--- src/rtl/spi_arb_pkg.sv ---
// ----------------------------------------------------------------------------
// spi_arb_pkg
// Shared types and constants for the SPI round-robin scheduler.
//   state_t       : scheduler FSM state (IDLE, LAUNCH, WAIT, GAP)
//   ERR_WORD      : read word returned when the watchdog aborts a transaction
//   NREQ_DEF      : default number of requesters
//   TO_CYCLES_DEF : default watchdog limit (used with SPI_ARB_TIMEOUT_EN)
// ----------------------------------------------------------------------------
package spi_arb_pkg;

   typedef enum logic [1:0] {
      IDLE   = 2'd0,
      LAUNCH = 2'd1,
      WAIT   = 2'd2,
      GAP    = 2'd3
   } state_t;

   localparam logic [15:0] ERR_WORD      = 16'hDEAD;
   localparam int          NREQ_DEF      = 4;
   localparam int          TO_CYCLES_DEF = 4096;

endpackage

--- src/rtl/spi_arb_rr_pick.sv ---
// ----------------------------------------------------------------------------
// rr_pick
// Combinational round-robin picker. Scans req_i starting at last_i+1 and
// wrapping modulo NREQ; the first set bit wins.
//   req_i    [NREQ-1:0] : request vector
//   last_i   [IW-1:0]   : index of the most recently served requester
//   any_o               : at least one request is set
//   winner_o [IW-1:0]   : index of the selected requester (0 when none)
// ----------------------------------------------------------------------------
module rr_pick #(
   parameter int NREQ = 4,
   parameter int IW   = $clog2(NREQ)
) (
   input  logic [NREQ-1:0] req_i,
   input  logic [IW-1:0]   last_i,
   output logic            any_o,
   output logic [IW-1:0]   winner_o
);

   // Walk the offsets from farthest to nearest so the nearest set bit
   // (smallest offset after last_i) is the last one written.
   always_comb begin
      winner_o = '0;
      any_o    = |req_i;
      for (int k = NREQ; k >= 1; k--) begin
         if (req_i[(int'(last_i) + k) % NREQ]) begin
            winner_o = IW'((int'(last_i) + k) % NREQ);
         end
      end
   end

endmodule

--- src/rtl/spi_arb.sv ---
// ----------------------------------------------------------------------------
// spi_arb
// Round-robin scheduler sharing one 16-bit SPI master between NREQ
// requesters. One transaction at a time; the read word is returned to the
// requester that owns the transaction.
//
// Ports:
//   clk, rst_n         : clock, asynchronous active-low reset
//   req     [NREQ-1:0] : level request per requester, held until its rsp_vld
//   req_cmd [16*NREQ-1:0] : command slice per requester
//   rsp_vld [NREQ-1:0] : one-hot completion pulse
//   rsp_data[15:0]     : read word, held until the next completion
//   busy               : high from launch until completion
//   err                : watchdog abort pulse (0 unless SPI_ARB_TIMEOUT_EN)
//   wrt, cmd[15:0]     : start pulse and command to the SPI master
//   done, rd_data[15:0]: SPI master status and shifted-in word
//
// Handshake: req[i] is a level held until rsp_vld[i]; rsp_vld is a single
// cycle pulse. Toward the master, wrt pulses for one cycle with cmd stable;
// done is ignored during LAUNCH because the master only clears it the cycle
// after wrt, and is sampled in WAIT.
//
// Optional: define SPI_ARB_TIMEOUT_EN to add a WAIT watchdog of TO_CYCLES.
// ----------------------------------------------------------------------------
module spi_arb
   import spi_arb_pkg::*;
#(
   parameter int NREQ      = NREQ_DEF,
   parameter int TO_CYCLES = TO_CYCLES_DEF
) (
   input  logic                 clk,
   input  logic                 rst_n,
   input  logic [NREQ-1:0]      req,
   input  logic [16*NREQ-1:0]   req_cmd,
   output logic [NREQ-1:0]      rsp_vld,
   output logic [15:0]          rsp_data,
   output logic                 busy,
   output logic                 err,
   output logic                 wrt,
   output logic [15:0]          cmd,
   input  logic                 done,
   input  logic [15:0]          rd_data
);

   localparam int IW = $clog2(NREQ);

   state_t            state_q, state_d;
   logic [IW-1:0]     last_q, last_d;
   logic [IW-1:0]     owner_q, owner_d;
   logic [15:0]       cmd_q, cmd_d;
   logic              wrt_q, wrt_d;
   logic              busy_q, busy_d;
   logic [NREQ-1:0]   rsp_vld_q, rsp_vld_d;
   logic [15:0]       rsp_data_q, rsp_data_d;
   logic              any;
   logic [IW-1:0]     winner;
   logic              timeout;

   rr_pick #(.NREQ(NREQ), .IW(IW)) u_pick (
      .req_i    (req),
      .last_i   (last_q),
      .any_o    (any),
      .winner_o (winner)
   );

`ifdef SPI_ARB_TIMEOUT_EN
   localparam int CW = $clog2(TO_CYCLES);

   logic [CW-1:0] cnt_q;
   logic          err_q;

   // Counter is zero on entry to WAIT (it is cleared in every other state)
   // and advances once per WAIT cycle; done has priority over the abort.
   assign timeout = (state_q == WAIT) && !done && (cnt_q == CW'(TO_CYCLES - 1));

   always_ff @(posedge clk or negedge rst_n) begin
      if (!rst_n) begin
         cnt_q <= '0;
         err_q <= 1'b0;
      end else begin
         cnt_q <= (state_q == WAIT) ? cnt_q + 1'b1 : '0;
         err_q <= timeout;
      end
   end

   assign err = err_q;
`else
   assign timeout = 1'b0;
   assign err     = 1'b0;
`endif

   // State register and datapath registers
   always_ff @(posedge clk or negedge rst_n) begin
      if (!rst_n) begin
         state_q    <= IDLE;
         last_q     <= IW'(NREQ - 1);
         owner_q    <= '0;
         cmd_q      <= '0;
         wrt_q      <= 1'b0;
         busy_q     <= 1'b0;
         rsp_vld_q  <= '0;
         rsp_data_q <= '0;
      end else begin
         state_q    <= state_d;
         last_q     <= last_d;
         owner_q    <= owner_d;
         cmd_q      <= cmd_d;
         wrt_q      <= wrt_d;
         busy_q     <= busy_d;
         rsp_vld_q  <= rsp_vld_d;
         rsp_data_q <= rsp_data_d;
      end
   end

   // Next-state logic
   always_comb begin
      state_d = state_q;
      case (state_q)
         IDLE:    if (any) state_d = LAUNCH;
         LAUNCH:  state_d = WAIT;
         WAIT:    if (done || timeout) state_d = GAP;
         GAP:     state_d = IDLE;
         default: state_d = IDLE;
      endcase
   end

   // Output / datapath next values
   always_comb begin
      last_d     = last_q;
      owner_d    = owner_q;
      cmd_d      = cmd_q;
      wrt_d      = 1'b0;
      busy_d     = busy_q;
      rsp_vld_d  = '0;
      rsp_data_d = rsp_data_q;
      case (state_q)
         IDLE: begin
            if (any) begin
               cmd_d   = req_cmd[{winner, 4'h0} +: 16];
               wrt_d   = 1'b1;
               owner_d = winner;
               busy_d  = 1'b1;
            end
         end
         WAIT: begin
            if (done || timeout) begin
               rsp_data_d = done ? rd_data : ERR_WORD;
               rsp_vld_d  = NREQ'(1) << owner_q;
               last_d     = owner_q;
               busy_d     = 1'b0;
            end
         end
         default: ;
      endcase
   end

   assign rsp_vld  = rsp_vld_q;
   assign rsp_data = rsp_data_q;
   assign busy     = busy_q;
   assign wrt      = wrt_q;
   assign cmd      = cmd_q;

endmodule

--- config.mk ---
export PLATFORM = sky130hd
export DESIGN_NAME = spi_arb
export DESIGN_NICKNAME = d
export VERILOG_FILES = /design/src/rtl/spi_arb_pkg.sv /design/src/rtl/spi_arb_rr_pick.sv /design/src/rtl/spi_arb.sv
export SDC_FILE = /design/constraint.sdc
export NUM_CORES = 1
export LEC_CHECK = 0
export ABC_AREA = 0
export CAP_MARGIN = 0
export CORE_ASPECT_RATIO = 1.1
export CORE_MARGIN = 1
export CORE_UTILIZATION = 42
export CTS_BUF_LIST = sky130_fd_sc_hd__clkbuf_4 sky130_fd_sc_hd__clkbuf_8
export CTS_CLUSTER_DIAMETER = 100
export DETAILED_ROUTE_END_ITERATION = 10
export PLACE_DENSITY = 0.89
export SLEW_MARGIN = 20
export SYNTH_ARGS = -nofsm -noshare
export SYNTH_HDL_FRONTEND = slang
export SYNTH_SLANG_ARGS = --single-unit
--- constraint.sdc ---
create_clock -name clk -period 3.32 [get_ports clk]
set_clock_uncertainty 0.2 [all_clocks]
set_input_delay 0.664 -clock clk [delete_from_list [all_inputs] [get_ports clk]]
set_output_delay 0.664 -clock clk [all_outputs]
set_load 0.005 [all_outputs]
# [Word-level counts from Yosys, hierarchy flattened]
# Index checks and enable logic that the tools add are counted.
[classes] addsub=4 n_lt_le_gt_ge=4 eq_ne=5 n_shift=2 n_mux=26 bitwise_logic=4 reduce_logical=11
[op_table] op="indexed part select 64 x 7 -> 16 bit" count=1
[op_table] op="< comparator 3 x 4 -> 1 bit, second input constant" count=4
[op_table] op="2-to-1 mux 1 bit" count=12
[op_table] op="2-to-1 mux 2 bit" count=6
[op_table] op="binary-select mux 1 bit (select 2 bit)" count=4
[op_table] op="2-to-1 mux 4 bit" count=2
[op_table] op="case mux 2 bit (4 select lines)" count=1
[op_table] op="OR reduction 2 bit" count=4
[op_table] op="AND reduction 2 bit" count=3
[op_table] op="adder 2 x 1 -> 2 bit, second input constant" count=2
[op_table] op="adder 2 bit, second input constant" count=2
[op_table] op="bitwise AND 1 bit, first input constant" count=4
[op_table] op="== test 2 bit, second input constant" count=2
[op_table] op="!= test 2 bit, second input constant" count=2
[op_table] op="OR reduction 4 bit" count=1
[op_table] op="left shift 1 x 2 -> 4 bit, first input constant" count=1
[op_table] op="AND reduction 3 bit" count=1
[op_table] op="== test 2 x 1 -> 1 bit, second input constant" count=1
[op_table] op="zero test 2 bit" count=1
[op_table] op="case mux 1 bit (2 select lines)" count=1
[op_table] op="nonzero test 2 bit" count=1
[word_totals] ff_bits=44 inputBits=87 output_inout_bits=39 word_cells=64

# [Logic depth before layout (Yosys ltp)]
# Gate-level depths: netlist (run 1).
[depth] depth_word=11 mapped_depth=8 mapped_depth_nobuf=6

# [Hierarchy]
# A second synthesis (run 1) with hierarchy kept.
[unflattened] cells_unflattened=183 area_unflattened_um2=2257.2
[modules_own_cells] module="spi_arb" instances=1 cells_each=169 area_each_um2=2165.8 seq_area_each_um2=1103.6
[modules_own_cells] module="rr_pick" instances=1 cells_each=14 area_each_um2=91.3 seq_area_each_um2=0.0

# [Least setup slack after synthesis (run 1)]
# Ideal clock, no wire load.
[synth_path] kind="input-to-reg" from="input port req[1]" to="register cmd_q[10] (netlist: cmd[10])" setup_ps=139 arrival_ps=1777 required_time_ps=2981 path_slack_ps=1204 stages=6 path_cell_list="or2b_1 -> a21oi_2 -> a211oi_4 -> buf_6 -> mux2i_1 -> o221ai_1"
[synth_between] elab_chain_cells=8
[synth_rtl] element="from (decl)" line_no="spi_arb.sv:33" source="input logic [NREQ-1:0] req,"
[synth_rtl] element="binary-select mux 1 bit (select 2 bit)" line_no="spi_arb_rr_pick.sv:26" source="if (req_i[(int'(last_i) + k) % NREQ]) begin"
[synth_rtl] element="2-to-1 mux 1 bit (implied by the code) (2 in series)" line_no="spi_arb_rr_pick.sv:26"
[synth_rtl] element="2-to-1 mux 2 bit (4 in series)" line_no="spi_arb_rr_pick.sv:26"
[synth_rtl] element="indexed part select 64 x 7 -> 16 bit" line_no="spi_arb.sv:139" source="cmd_d = req_cmd[{winner, 4'h0} +: 16];"
[synth_rtl] element="to (signal assigned)" line_no="spi_arb.sv:107" source="cmd_q <= cmd_d;"
[synth_rtl] element="to (decl)" line_no="spi_arb.sv:50" source="logic [15:0] cmd_q, cmd_d;"
# Parallel ways exist; a longest one is shown, timed or not. The select of a mux whose other input is x is not followed.
# A chain may end at the register's enable or synchronous reset.

# [Final worst setup path (run 1)]
[layout_path] from="input port req[1]" to="register cmd_q[1] (netlist: cmd[1])"
# The elaborated chain is that of the path after synthesis.

==> metrics.md, run 1 <==
| Metric | Value |
|---|---|
| Clock Sink Count | 44 |
| P per Cell Area | 764 nW/um2 |
| Hold Crit Class | in2async |
| Vias in the first global route | 1857 |
| Crit path DAT | 2.35 ns |
| Post-DP Area | 3410 um2 |
| # hold bufs at CTS | 0 |
| Largest fanout on the critical path | 17 |
| Initial Util | 44.9% |
| Via density per instance | 5.23 |
| Ant diodes | 0 |
| CP Cell Sequence | clkdlybuf4s50_1 > or2b_1 > o22ai_1 > a21oi_1 > nand2_1 > o221ai_1 |
| Slew Viols, Final | 0 |
| Yosys cell types | 27 |
| Routed Antenna Nets | 0 |
| Post-synthesis instance area | 2150 um2 |
| EDFF count, synth | 0 |
| Port Buffers | 124 |
| Fin crit share | 72.8% |
| Ys Warns | 0 |
| Die height | 77.0 um |
| Slowest CP cell | clkdlybuf4s50_1 |
| Chip width | 70.2 um |
| Max frequency | 414 MHz |
| Setup bufs post-CTS | 0 |
| Worst-case clock buffer depth | 2 |
| DRC | 0 |
| CTS clk-pin slew, worst paths | 0.09 ns |
| Register area | 1100 um2 |
| Util after Layout | 73.8% |
| Gpl congestion | 0.739 |
| Multi-input gate area | 946 um2 |
| Crit path largest cell delay | 0.49 ns |
| Hpwl dp | 4250 um |
| WP data required | 3.25 ns |
| Sequential cell area fraction in the yosys report | 51.4% |
| Async S/R FF share, synth | 100% |
| Grt ovf | 0 |
| MaxCap Viol Count | 0 |
| Critical Path Source Type | input port |
| RSZ-0062 raised after global routing | false |
| Kind of critical path | in2reg |
| First-pass GRT wire length | 8950 um |
| VDD IR max | 0.450 mV |
| Nets | 395 |
| # H-tree levels | 2 |
| Post-route cell area | 3530 um2 |
| Area growth, synth to finish | 64.5% |
| Syn Inst Count | 182 |
| Top_reg_cell synth | dfrtp_1 |
| Placement row count | 26 |
| Die area | 5400 um2 |
| Pre-Repair DR Iteration Count | 4 |
| Final Hold Viols | 0 |
| Clk Tree Root Cell | clkbuf_8 |
| Post-CTS sizing | 0 |
| CTS tree | yes |
| Buf/Inv on CP | 1 |
| Initial antenna violation count | 0 |
| Worst-skew pair later-pin latency | 0.30 ns |
| Final setup viols | 0 |
| Layout cell share with drive strength beyond 1 | 10.1% |
| Largest net degree at the start of global routing | 45 |
| Max_slew headroom | 47.7% |
| Setup TNS | 0 ns |
| Drt wl/cell | 15.5 um |
| Total track usage | 21.0% |
| DRT Wirelength | 5610 um |
| Top delay family on crit path | simple AND/OR/NAND/NOR gates |
| CORE AREA | 4780 um2 |
| Worst Max-Slew Pin Slew | 0.783 ns |
| DRC marker count from the first detailed-route iteration | 84 |
| TritonCTS buffer count | 5 |
| Synth Register Bits | 44 |
| Period minus WS final | 2.42 ns |
| Via Count | 1894 |
| Crit. End Element | register |
| Syn_area_per_cell | 11.8 um2 |
| Io pins | 126 |
| Outcome | completed |
| Number of fill cells | 353 |
| Pleak | 1.54 nW |
| Synth Net Count | 272 |
synth_stat cells (2+ instances only):
cell type	instances	share of area [%]
mux2_2	16	8.4
mux2i_1	33	15
dfrtp_1	42	49
nor3_1	2	0.47
ha_1	3	1.7
or2b_1	2	0.70
buf_2	2	0.47
o221ai_1	16	6.5
buf_6	3	1.6
clkbuf_1	3	0.52
nand2_1	25	4.4
a21oi_1	4	0.93
o22ai_1	2	0.58
inv_1	8	1.4
nor2_1	5	0.87
o21ai_0	4	0.93
dfstp_2	2	2.4
per-stage QoR:
step,power (mW),instances,hold slack (ns),setup slack [ns]
2_1_floorplan,1.62,182,0.168,1.20
3_3_place_gp,2.25,354,0.268,0.668
3_5_place_dp,2.30,354,0.263,0.610
4_1_cts,2.73,362,0.281,0.926
5_1_grt,2.87,362,0.193,0.790
6_report,2.70,362,0.139,0.904
final cells by class:
type | instances | area share [%]
Timing Repair Buffer | 126 | 35.9
Sequential cell | 44 | 31.3
Multi-Input combinational cell | 120 | 26.8
Tap cell | 56 | 1.98
Clock buffer | 5 | 1.95
Clock inverter | 3 | 1.31
Inverter | 8 | 0.850
cells by family after synthesis:
kind of cell	after synthesis	synth area share [%]
other	1	0.175
adder cells (fa/ha/maj)	3	1.75
flip-flops	44	51.4
AO/OA/AOI/OAI	30	11.1
buffers and inverters	18	4.55
multiplexers	49	23.8
AND/OR/NAND/NOR	37	7.23
path summary, 6_finish.rpt:
| check | cells past startpoint | end | slack (ns) | from |
|---|---|---|---|---|
| max | 6 | cmd[1] | 0.90 | req[1] |
| max in group asynchronous | 1 | cmd[1] | 2.39 | rst_n |
| min | 1 | rsp_data[7] | 0.14 | rst_n |
| min reg2reg | 2 | last_q[0] | 0.28 | last_q[0] |
| max reg2reg | 6 | cmd[1] | 1.26 | last_q[0] |
| min in group clk | 2 | last_q[0] | 0.28 | last_q[0] |
worst reg2reg max path, stage by stage (launching register included):
cell and delay (ns):
dfstp_2 0.56, or2b_1 0.14, a21oi_2 0.07, a211oi_4 0.24, buf_12 0.27, mux2i_1 0.26
o221ai_1 0.16
layout by cell type (no fill, tap or decap), drive strengths merged, types with 2 or more instances in the layout:
| master | synthesis | final |
|---|---|---|
| a21oi | 5 | 5 |
| mux2i | 33 | 33 |
| nor2 | 5 | 5 |
| dfstp | 2 | 2 |
| dfrtp | 42 | 42 |
| inv | 8 | 9 |
| o22ai | 2 | 2 |
| o21ai | 4 | 4 |
| clkdlybuf4s50 | 0 | 123 |
| or2b | 2 | 2 |
| ha | 3 | 3 |
| o221ai | 16 | 16 |
| mux2 | 16 | 16 |
| a211oi | 2 | 2 |
| buf | 6 | 3 |
| nand2 | 25 | 25 |
| clkbuf | 4 | 5 |
| nor3 | 2 | 2 |
power breakdown:
part	internal [mW]	total, mW	switching [mW]
Sequential	0.798	0.942	0.144
Clock	0.227	0.417	0.191
Combinational	0.803	1.34	0.536
Total	1.83	2.70	0.870
sequential cells by signal, summed over array words and instances, names as in the netlist:
name      cells
state_q       2
busy          1
wrt           1
cmd          16
rsp_data     16
last_q        2
rsp_vld       4
owner_q       2
routing by layer:
layer  global-route usage [%]  routed length (um)  vias up
met3                     6.04                 368        9
li1                         -                   -      899
met4                     6.80                 110        0
met1                     26.2                2290      913
met2                     34.9                2850       73
met5                        0                   0        -
(Power assumes the default switching activity.)
==> inputs of run 2 (changes only) <==
- CORE_UTILIZATION: 42 -> 35
- PLACE_DENSITY: 0.89 -> 0.79
- clock period: 3.32 -> 2.02 ns (I/O delays scaled with it)
==> metrics.md, run 2 (synthesis results as in run 1) <==
| Metric | Value |
|---|---|
| Kind of critical path | reg2reg |
| Util after Layout | 65.2% |
| Post-DP Area | 3560 um2 |
| Largest net degree at the start of global routing | 29 |
| Port Buffers | 124 |
| Top delay family on crit path | flip-flops |
| Register area | 1100 um2 |
| VDD IR max | 0.586 mV |
| Via density per instance | 4.86 |
| CTS tree | yes |
| Worst-case clock buffer depth | 2 |
| WP data required | 1.99 ns |
| DRC marker count from the first detailed-route iteration | 47 |
| Max frequency | 500 MHz |
| Hold wc startpoint | owner_q[1] |
| Die area | 6450 um2 |
| TritonCTS buffer count | 5 |
| Chip width | 76.7 um |
| Reg2Reg Launch Point | last_q[0] |
| Grt ovf | 0 |
| Final setup viols | 0 |
| DRC | 0 |
| Layout cell share with drive strength beyond 1 | 16.5% |
| Ant diodes | 0 |
| Most frequent cells in the layout | 119 x clkdlybuf4s50_1, 42 x dfrtp_1, 29 x mux2i_1 |
| Hold Path Sink | rsp_vld[1] |
| Crit path largest cell delay | 0.56 ns |
| Pre-Repair DR Iteration Count | 4 |
| Initial Util | 36.8% |
| Die height | 84.1 um |
| Slowest CP cell | dfstp_2 |
| RSZ-0062 raised after global routing | true |
| # H-tree levels | 2 |
| Hold depth | 1 |
| Initial antenna violation count | 0 |
| Hpwl dp | 4430 um |
| Total track usage | 19.3% |
| Clock Sink Count | 44 |
| Fin crit share | 98.9% |
| Number of fill cells | 475 |
| Nets | 411 |
| R2R Setup Slk | 0.02 ns |
| FF-to-FF End | cmd[1] |
| Via Count | 1939 |
| Drt wl/cell | 14.9 um |
| Crit path DAT | 1.97 ns |
| Most common cell after layout, fill and taps aside | clkdlybuf4s50_1 |
| Area growth, synth to finish | 77.4% |
| CORE AREA | 5840 um2 |
| MaxCap Viol Count | 0 |
| Slew Viols, Final | 0 |
| Routed Antenna Nets | 0 |
| Final Hold Viols | 0 |
| Period minus WS final | 2.00 ns |
| Outcome | completed |
| Post-route cell area | 3810 um2 |
| CP Cell Sequence | or2b_1 > a21oi_2 > a211oi_4 > buf_6 > buf_12 > mux2i_1 > o221ai_1 |
| Clk Tree Root Cell | clkbuf_8 |
| Crit. End Element | register |
| Gpl congestion | 0.774 |
| Placement row count | 29 |
| DRT Wirelength | 5960 um |
| Reg2Reg Depth | 7 |
| Multi-input gate area | 990 um2 |
| Io pins | 126 |
| CTS clk-pin slew, worst paths | 0.09 ns |
| Hold_ws | 0.264 ns |
| P per Cell Area | 1260 nW/um2 |
| Largest fanout on the critical path | 12 |
| Buf/Inv on CP | 2 |
| Vias in the first global route | 2038 |
| Worst-skew pair later-pin latency | 0.29 ns |
| Pleak | 1.66 nW |
| Critical Path Source Type | register |
| First-pass GRT wire length | 9800 um |
| Hold Crit Class | reg2reg |
[run 2: changes by cell type in the layout (fill, tap and decap cells not counted), moves of 2 or more]
cell and delta:
mux2i_2 +2, buf_12 +4, dlygate4sd2_1 +4, mux2i_4 +2, clkdlybuf4s50_1 -4, buf_16 +2
buf_6 +2, mux2i_1 -4, buf_4 +6
[run 2: cell type report]
type | instances | area share [%]
clock buffers | 6 | 2.00
flip-flops and latches | 44 | 29.0
clock inverters | 2 | 0.920
repair buffers | 142 | 38.8
well taps | 77 | 2.53
multi-input cells | 120 | 26.0
inverters | 8 | 0.788
[run 2: worst max path at each step]
stage,cells after the start,start,end
after global placement,7,req[3],cmd[7]
after floorplan,6,last_q[0],cmd[10]
after CTS,7,last_q[0],cmd[14]
final,7,last_q[0],cmd[1]
after global routing,7,last_q[0],cmd[7]
after detailed placement,7,req[3],cmd[1]
[run 2: timing repair]
item | CTS | global route
pin swaps | 4 | 2
buffers inserted | 1 | 1
hold buffers | 1 | 0
gates resized for setup | 13 | 7
setup endpoints to repair | 16 | 16
hold endpoints to repair | 16 | 0
cloned | 2 | 0
[run 2: per-stage QoR]
step           cells  power (mW)  setup TNS [ns]  setup slack (ns)
2_1_floorplan    182        2.66               0            0.0865
3_3_place_gp     386        3.85           -5.42            -0.361
3_5_place_dp     386        3.94           -6.52            -0.456
4_1_cts          398        4.80               0          0.000791
5_1_grt          399        5.12          -0.655           -0.0821
6_report         399        4.79               0            0.0214
[run 2: per-layer routing]
metal	up-vias	GRT usage, %	wire length, um	part of all wire, %
li1	934	-	-	-
met1	930	22.9	2470	41
met2	68	34.7	3090	52
met3	7	5.11	351	5.9
met4	0	4.37	59	0.99
met5	-	0	0	0
[run 2: power by group]
part	switching (mW)	internal [mW]	leakage, nW
sequential	0.237	1.31	0.536
combinational	0.973	1.59	1.07
clock	0.298	0.381	0.0586
==> inputs of run 3 (changes only) <==
- PLACE_DENSITY: 0.79 -> 0.78
==> metrics.md, run 3 (synthesis results as in run 1) <==
| Metric | Value |
|---|---|
| Nets | 413 |
| GR Util met1 | 21.4% |
| Clk Tree Root Cell | clkbuf_8 |
| Via density per instance | 4.87 |
| TritonCTS buffer count | 5 |
| CTS tree | yes |
| Crit path largest cell delay | 0.27 ns |
| WP data required | 1.97 ns |
| R2R Setup Slk | 0.06 ns |
| Via Count | 1949 |
| Placement row count | 29 |
| Outcome | completed |
| Vias in the first global route | 2066 |
| Area growth, synth to finish | 76.9% |
| Worst-case clock buffer depth | 2 |
| Ant diodes | 0 |
| Most frequent cells in the layout | 119 x clkdlybuf4s50_1, 42 x dfrtp_1, 29 x mux2i_1 |
| FF-to-FF End | cmd[13] |
| Largest fanout on the critical path | 5 |
| VDD IR max | 0.649 mV |
| Crit. End Element | register |
| Die area | 6450 um2 |
| CORE AREA | 5840 um2 |
| Fin crit share | 97.2% |
| Max frequency | 509 MHz |
| Chip width | 76.7 um |
| DRC marker count from the first detailed-route iteration | 69 |
| Total track usage | 18.6% |
| Gpl congestion | 0.813 |
| DP Cell Count | 387 |
| Drt wl/cell | 15.2 um |
| Final non-filler cell total | 400 |
| Hold_ws | 0.255 ns |
| P per Cell Area | 1220 nW/um2 |
| Kind of critical path | in2reg |
| DRT Wirelength | 6100 um |
| MaxCap Viol Count | 0 |
| # H-tree levels | 2 |
| Pleak | 1.67 nW |
| GRT Max-Usage Layer | met2 |
| Slowest CP cell | dlygate4sd2_1 |
| Port Buffers | 124 |
| Worst-skew pair later-pin latency | 0.28 ns |
| Initial Util | 36.8% |
| Final setup viols | 0 |
| Io pins | 126 |
| Hpwl dp | 4430 um |
| First-pass GRT wire length | 9470 um |
| Hold wc startpoint | owner_q[1] |
| Setup TNS | 0 ns |
| Hold Path Sink | rsp_vld[1] |
| Die height | 84.1 um |
| Reg2Reg Launch Point | last_q[0] |
| Pre-CTS setup slack | -0.375 ns |
| Layout cell share with drive strength beyond 1 | 16.4% |
| DRC | 0 |
| Final WS setup | 0.0563 ns |
| Hold Crit Class | reg2reg |
| Clock Sink Count | 44 |
| Reg2Reg Depth | 7 |
| CTS clk-pin slew, worst paths | 0.08 ns |
| Largest net degree at the start of global routing | 27 |
| Most common cell after layout, fill and taps aside | clkdlybuf4s50_1 |
| Routed Antenna Nets | 0 |
| Pre-Repair DR Iteration Count | 4 |
| Grt ovf | 0 |
| Initial antenna violation count | 0 |
| Crit path DAT | 1.91 ns |
| Slew Viols, Final | 0 |
| M2 GR Usage | 32.7% |
| Critical Path Source Type | input port |
| Period minus WS final | 1.96 ns |
| Met3 Track Usage GR | 4.89% |
| CP Cell Sequence | dlygate4sd2_1 > inv_1 > o22ai_2 > a211oi_4 > buf_6 > clkbuf_16 > mux2i_1 > o221ai_1 |
| Util after Layout | 65.0% |
| Final Hold Viols | 0 |
| Hold depth | 1 |
==> run 3: changes by cell type in the layout (fill, tap and decap cells not counted), sizes merged <==
| cell | delta |
|---|---|
| dlymetal6s2s | +2 |
| dlygate4sd2 | -2 |
| clkinvlp | +1 |
| clkbuf | +1 |
| bufinv | -1 |
==> run 3: report_power, final <==
group / total [mW] / switching, mW / internal, mW
Combinational: 2.58 / 0.985 / 1.59
Clock: 0.520 / 0.286 / 0.234
Sequential: 1.54 / 0.227 / 1.31
Total: 4.64 / 1.50 / 3.14
==> run 3: stage by stage <==
step | power (mW) | cell area (um2)
after floorplan | 2.66 | 2150
after global placement | 3.87 | 3570
after detailed placement | 3.93 | 3570
after CTS | 4.57 | 3720
after global routing | 4.96 | 3800
final | 4.64 | 3800
==> run 3: worst max path at each step <==
stage | startpoint | to | cells past startpoint
detailed placement | req[3] | cmd[9] | 7
CTS | req[0] | cmd[13] | 8
finish | req[3] | cmd[13] | 8
floorplan | last_q[0] | cmd[10] | 6
global route | last_q[0] | cmd[9] | 7
global placement | req[3] | cmd[2] | 7
==> run 3: cell type report <==
| class | instances | area, um2 |
|---|---|---|
| clock buffer | 5 | 68.8 |
| clock inverter | 2 | 12.5 |
| tap | 77 | 96.3 |
| timing repair buffer | 144 | 1510 |
| sequential | 44 | 1100 |
| inverter | 8 | 30.0 |
| fill | 497 | 2040 |
| multi-input combinational | 120 | 980 |
==> run 3: worst max-delay path, delay by kind of cell <==
family	cells	cell delay [ns]
mux	1	0.20
compound gates	3	0.51
buf+inv	4	0.79
==> run 3: layer usage <==
layer | vias up | share of wire, %
li1 | 934 | -
met1 | 925 | 40
met2 | 78 | 53
met3 | 12 | 5.3
met4 | 0 | 2.4
met5 | - | 0
==> run 3: what timing repair did <==
item / CTS / global route
setup endpoints to repair: 16 / 12
pin swaps: 3 / 3
buffers inserted: 2 / 0
gates cloned: 1 / 2
resized for setup: 7 / 8
hold endpoints to repair: 18 / 0
hold buffers: 1 / 0
